--- src/rtl/pc_stack_ctrl.sv ---
// Program-counter and return-address-stack controller.
// Turns decoder flow-control strobes into the next instruction address,
// keeps a LIFO of return addresses for CALL/RET, and halts on any error.
module pc_stack_ctrl #(
    parameter int PC_WIDTH    = 5,
    parameter int STACK_DEPTH = 8,
    parameter int SP_WIDTH    = 3
) (
    input  logic                clk,
    input  logic                rst_n,
    input  logic                en,
    input  logic                jmp,
    input  logic                cal,
    input  logic                ret,
    input  logic                push,
    input  logic                pop,
    input  logic [PC_WIDTH-1:0] jmp_addr,
    output logic [PC_WIDTH-1:0] pc,
    output logic [SP_WIDTH:0]   sp,
    output logic                stack_full,
    output logic                stack_empty,
    output logic                overflow,
    output logic                underflow,
    output logic                protocol_err,
    output logic                halted
);

    // Legal strobe sets, packed as {push, pop, jmp, cal, ret}.
    localparam logic [4:0] STB_SEQ  = 5'b00000;
    localparam logic [4:0] STB_JUMP = 5'b00100;
    localparam logic [4:0] STB_CALL = 5'b10110;
    localparam logic [4:0] STB_RET  = 5'b01001;

    localparam logic [SP_WIDTH:0]   SP_FULL = (SP_WIDTH+1)'(STACK_DEPTH);
    localparam logic [SP_WIDTH:0]   SP_ZERO = '0;
    localparam logic [SP_WIDTH:0]   SP_ONE  = (SP_WIDTH+1)'(1);
    localparam logic [PC_WIDTH-1:0] PC_ONE  = PC_WIDTH'(1);

    typedef enum logic {
        ST_RUN,
        ST_HALT
    } state_t;

    state_t                state_q, state_d;
    logic [PC_WIDTH-1:0]   pc_q, pc_d;
    logic [SP_WIDTH:0]     sp_q, sp_d;
    logic                  overflow_q, overflow_d;
    logic                  underflow_q, underflow_d;
    logic                  protocol_err_q, protocol_err_d;

    logic [PC_WIDTH-1:0]   stack_q [STACK_DEPTH];
    logic                  stack_we;
    logic [SP_WIDTH-1:0]   stack_waddr;
    logic [SP_WIDTH-1:0]   stack_raddr;
    logic [PC_WIDTH-1:0]   pc_inc;
    logic [4:0]            strobes;

    assign strobes     = {push, pop, jmp, cal, ret};
    assign pc_inc      = pc_q + PC_ONE;
    // Top of stack lives at sp-1; the push slot is sp itself.
    assign stack_waddr = sp_q[SP_WIDTH-1:0];
    assign stack_raddr = SP_WIDTH'(sp_q - SP_ONE);

    // Next-state decode: strobes act only on enabled edges while running.
    always_comb begin
        // NOTE: every target gets a default first so no path leaves it unassigned (no latches).
        state_d        = state_q;
        pc_d           = pc_q;
        sp_d           = sp_q;
        overflow_d     = overflow_q;
        underflow_d    = underflow_q;
        protocol_err_d = protocol_err_q;
        stack_we       = 1'b0;

        if (en && (state_q == ST_RUN)) begin
            case (strobes)
                STB_SEQ:  pc_d = pc_inc;
                STB_JUMP: pc_d = jmp_addr;
                STB_CALL: begin
                    if (sp_q == SP_FULL) begin
                        overflow_d = 1'b1;
                    end else begin
                        stack_we = 1'b1;
                        sp_d     = sp_q + SP_ONE;
                        pc_d     = jmp_addr;
                    end
                end
                STB_RET: begin
                    if (sp_q == SP_ZERO) begin
                        underflow_d = 1'b1;
                    end else begin
                        sp_d = sp_q - SP_ONE;
                        pc_d = stack_q[stack_raddr];
                    end
                end
                default:  protocol_err_d = 1'b1;
            endcase
        end

        if (overflow_d || underflow_d || protocol_err_d) begin
            state_d = ST_HALT;
        end
    end

    // Control registers: PC, stack pointer, sticky error flags and run/halt state.
    always_ff @(posedge clk or negedge rst_n) begin
        // NOTE: sequential state uses non-blocking assignments so all flops update together.
        if (!rst_n) begin
            state_q        <= ST_RUN;
            pc_q           <= '0;
            sp_q           <= '0;
            overflow_q     <= 1'b0;
            underflow_q    <= 1'b0;
            protocol_err_q <= 1'b0;
        end else begin
            state_q        <= state_d;
            pc_q           <= pc_d;
            sp_q           <= sp_d;
            overflow_q     <= overflow_d;
            underflow_q    <= underflow_d;
            protocol_err_q <= protocol_err_d;
        end
    end

    // Return-address storage: single write port, read combinationally above.
    always_ff @(posedge clk) begin
        // NOTE: the array has no reset; sp tracks which entries are valid.
        if (stack_we) begin
            stack_q[stack_waddr] <= pc_inc;
        end
    end

    assign pc           = pc_q;
    assign sp           = sp_q;
    assign stack_full   = (sp_q == SP_FULL);
    assign stack_empty  = (sp_q == SP_ZERO);
    assign overflow     = overflow_q;
    assign underflow    = underflow_q;
    assign protocol_err = protocol_err_q;
    assign halted       = overflow_q | underflow_q | protocol_err_q;

endmodule

--- config.mk ---
export PLATFORM = sky130hd
export DESIGN_NAME = pc_stack_ctrl
export DESIGN_NICKNAME = d
export VERILOG_FILES = /design/src/rtl/pc_stack_ctrl.sv
export SDC_FILE = /design/constraint.sdc
export NUM_CORES = 1
export LEC_CHECK = 0
export ABC_AREA = 1
export CAP_MARGIN = 20
export CORE_MARGIN = 2
export CORE_UTILIZATION = 30
export DETAILED_ROUTE_END_ITERATION = 7
export PLACE_DENSITY = 0.5
export SYNTH_ARGS = -nofsm -noshare
export SYNTH_HDL_FRONTEND = slang
export SYNTH_SLANG_ARGS = --single-unit
--- constraint.sdc ---
create_clock -name clk -period 4.6 [get_ports clk]
set_input_delay 0.92 -clock clk [delete_from_list [all_inputs] [get_ports clk]]
set_output_delay 0.92 -clock clk [all_outputs]
set_load 0.05 [all_outputs]
* After elaboration in Yosys (flattened, before gate mapping)
Memory sizes are Yosys's and may differ from the RTL's.
Cells that the tools add are included.
** Storage, ports and cells
- Bits in registers :: 13
- RAM bits :: 40
- Input port bits :: 13
- Output and inout bits :: 15
- Word-level logic and storage cells :: 48
- Memories kept :: 1
** Memories
- stack_q :: words 8, bits a word 5, read ports 1, clocked after Yosys merged registers in 0, wr ports 1, RTL line 51 : logic [PC_WIDTH-1:0] stack_q [STACK_DEPTH];
** Cells by class
- Add/sub/neg operators :: 3
- Eq/ne operators :: 6
- Muxes and demuxes :: 19
- Bitwise gates (word level) :: 3
- Reduce and logical (&&, ||, !) cells :: 10
** Operators by type and width (count)
- one-hot mux 5 bit (4 select lines) :: 1
- 2-to-1 mux 1 bit :: 13
- 2-to-1 mux 5 bit :: 2
- 2-to-1 mux 4 bit :: 2
- one-hot mux 4 bit (2 select lines) :: 1
- AND reduction 4 bit :: 2
- adder 5 x 1 -> 5 bit, second input constant :: 1
- == test 5 x 3 -> 1 bit, second input constant :: 1
- == test 5 x 4 -> 1 bit, second input constant :: 1
- == test 5 bit, second input constant :: 1
- logical NOT 5 bit :: 1
- adder 4 x 1 -> 4 bit, second input constant :: 1
- == test 4 bit, second input constant :: 1
- logical NOT 4 bit :: 1
- != test 2 bit, second input constant :: 2
- nonzero test 4 bit :: 1
- OR reduction 4 bit :: 1
- subtractor 4 x 1 -> 4 bit, second input constant :: 1
- logical OR 1 bit :: 2
- bitwise OR 1 bit :: 2
- nonzero test 2 bit :: 1
- logical AND 1 bit :: 1
- NOT 1 bit :: 1

* Logic depth before layout (Yosys ltp)
- Depth in word-level cells :: 6
- Depth in mapped cells :: 11
- Depth with buffers taken out :: 10

* Worst setup path after synthesis
Ideal clock, no wire load.
- Kind :: reg-to-output
- Start :: reg sp_q[0] (netlist: sp[0])
- End :: out stack_empty
- Arrival time :: 1.787 ns
- Required time :: 3.680 ns
- Setup slack :: 1.893 ns
- Stages on the path, launching flop included :: 6
- Buffers on the path :: 1
- Cells stage by stage :: dfrtp_1 inv_1 buf_2 ha_1 nand2_4 nor2_2
** On the way
- Longest elaborated chain between the ends :: 1
** RTL lines
- from (decl) :: RTL line 46 : logic [SP_WIDTH:0] sp_q, sp_d;
- from (signal assigned) :: RTL line 118 : sp_q <= sp_d;
- logical NOT 4 bit :: RTL line 136 : assign stack_empty = (sp_q == SP_ZERO);
- to (decl) :: RTL line 21 : output logic stack_empty,
Every way passes these cells.

* Worst setup path in the final report
- Start :: reg sp_q[0] (netlist: sp[0])
- End :: out stack_full
** On the way
- Longest elaborated chain between the ends :: 1
** RTL lines
- == test 4 bit :: RTL line 135 : assign stack_full = (sp_q == SP_FULL);
- to (decl) :: RTL line 20 : output logic stack_full,
Every way passes these cells.

==> metrics.txt <==
status=complete, no violations; power per cell area=267 nW/µm²; num ports=28; Async SR Flop Fraction=24.5%; Horiz. Die Dim=98.2 µm; Worst-Skew Late Latency=300 ps; R2R Setup Slk=1510 ps; clock root cell=clkbuf_8; Synth area leaders=edfxtp_1, nand2_1, dfrtp_1, nand3_1, inv_1; post-synthesis sequential area ratio=57.3%; CTS tree=yes; mapped cell area=2660 µm²; clock share of power=36.6%; switching share of power=19.2%; worst vdd ir=112 µV; Clock Sinks=53; critical path peak fanout=26; worst setup path class=reg2out; setup violators final=0; n_diodes=0; Switch Pwr=161 µW; share of layout cells above drive strength 1=6.69%; Seq cells post-synth=53; area leader, netlist=edfxtp_1; Routed WL per cell=14.2 µm; cts hold-fix bufs=0; nets=344; Core Rows=34; Leakage Power=0.00134 µW; antenna violations before repair=0; Finished Cell Area=3160 µm²; Comb pwr share=3.0%; Post-synth EDFFs=40; Non-Filler Instances=437; setup ws final=932 ps; Synthesized Nets=314; IO buf count=27; HP Class=reg2reg; worst reg2reg path startpoint=sp[0]; pre-CTS setup slack=1270 ps; CP startpoint kind=flip-flop; Worst Path Arrival=2750 ps; # Max-Cap Violations=0; Num CTS Buffers=5; hold slack final=485 ps; Final Wtd Congestion=0.784; worst slew pin tran=950 ps; Pre-Repair DR Iteration Count=4; Synth top area share=45.1%; PostCTS Resize Cnt=0; Final period util=79.7%; DR iter-0 viols=93; number of antenna-violating nets in the routed design=0; Worst Path Required=3680 ps; crit path from=sp[0]; clock buffer depth=2; fillcell total=935; relative slew slack=36.5%; die area=9650 µm²; post-CTS setup buffer count=0; worst setup path endpoint=stack_full; Initial Utilization=30.7%; first-pass GRT wire length=10,300 µm; most frequent cell after synthesis=nand2_1; Overflow after GRT=0; total wire length=6210 µm; Internal Power=681 µW; crit end category=output port; Yosys cell types=24; Area Growth Syn to Fin=18.5%; fin crit period=3670 ps; largest net degree at the start of global routing=27; Syn Area/Cell=8.94 µm²; Gate Count Post-Synth=298; clk_skew=9.24 ps; Sequential Power Share=60.3%; clk slew on worst S/H paths=100 ps; Slew Limit Fails=0; number of global-route vias before repair=2,003; Via Count=2,003; die height=98.2 µm; post-detail-place hpwl=4530 µm; GRT Overall Usage=13.7%; Core ar.=8680 µm²; via-per-instance ratio=4.58; Yosys warnings=0; number of H-tree levels=2; predominant post-synthesis flop cell=edfxtp_1; Reg2Reg Depth=8; Area after DPL=3050 µm²; Sum Neg Setup Slack=0 ps; RSZ-0062 raised after global routing=no; post-placement cell count=428; Post-synth top cells=nand2_1, nand3_1, edfxtp_1; RR Endpoint=stack_q[3][4]; Residual DRC=0; Fmax=273 MHz; final hold violations=0
[worst min-delay path by stage]
stage	from	endpoint	slack, ps	depth (start not counted)
6_report	state_q	state_q	480	2
5_1_grt	state_q	state_q	510	2
4_1_cts	state_q	state_q	490	2
3_5_place_dp	state_q	state_q	460	2
3_3_place_gp	state_q	state_q	450	2
2_1_floorplan	state_q	state_q	440	2
[through the flow]
step	total power (µW)	util (%)
finish	843	36.4
CTS	851	36.3
floorplan	528	-
global route	874	36.4
detailed placement	545	35.1
global placement	545	35.1
[cell families (layout without fill, tap and decap cells)]
family	after synthesis	after routing	share of synthesized area, %
and+or+nand+nor	180	180	30.4
xor gates and xnor gates	8	8	2.63
DFF	53	53	57.3
buffers and inverters	47	78	6.95
AOI/OAI and AO/OA	7	7	1.32
adders and majority gates	3	3	1.41
[layer usage]
metal / up-vias / GRT usage (%) / part of all wire (%)
met5: - / 0 / 0
met4: 0 / 4.21 / 1.8
met3: 8 / 3.29 / 4.0
met2: 40 / 22.4 / 47
met1: 932 / 18.1 / 47
li1: 1023 / - / -
[area by class of cell]
cell class	count	area, µm²	share of cell area, %
Clock buffer	6	72.6	2.30
Timing Repair Buffer	29	283	8.96
Sequential cell	53	1530	48.4
Inverter	41	154	4.88
Tap cell	108	135	4.28
Multi-Input combinational cell	198	952	30.2
Clock inverter	2	33.8	1.07
[power groups by stage]
stage / Combinational (µW) / Clock (µW) / Sequential, µW
2_1_floorplan: 9.42 / 0 / 519
5_1_grt: 28.6 / 337 / 508
6_report: 25.6 / 309 / 508
4_1_cts: 26.0 / 316 / 508
3_5_place_dp: 26.0 / 0 / 519
3_3_place_gp: 26.0 / 0 / 519
[worst max-delay path, cell delays in order (launching register included)]
cell and delay, ps:
dfrtp_1 680, inv_1 140, buf_4 270, ha_1 310, nand2_4 90, nor2_4 130
clkdlybuf4s50_1 820
[sequential cells by signal, indices dropped and copies added, names as in the netlist]
signal        cells
stack_q          40
underflow         1
protocol_err      1
overflow          1
sp                4
state_q           1
pc                5
[cell usage in the layout, fill, tap and decap left out]
master / n
inv_2: 1
bufinv_16: 1
nand2_1: 105
nand4_1: 4
nand2_2: 4
nor3_1: 7
clkinv_1: 2
nor2_1: 8
xnor2_1: 2
buf_4: 1
edfxtp_1: 40
o21ai_1: 3
clkbuf_8: 5
nand2_4: 1
nor4_1: 1
buf_2: 1
nand3_2: 2
nor2_2: 3
dfrtp_1: 13
nor2_4: 3
o21ai_0: 4
nand3_1: 42
xor2_1: 6
clkdlybuf4s50_1: 27
inv_1: 39
ha_1: 3
clkbuf_1: 1
Note: power is estimated with default switching activity, not from simulation.
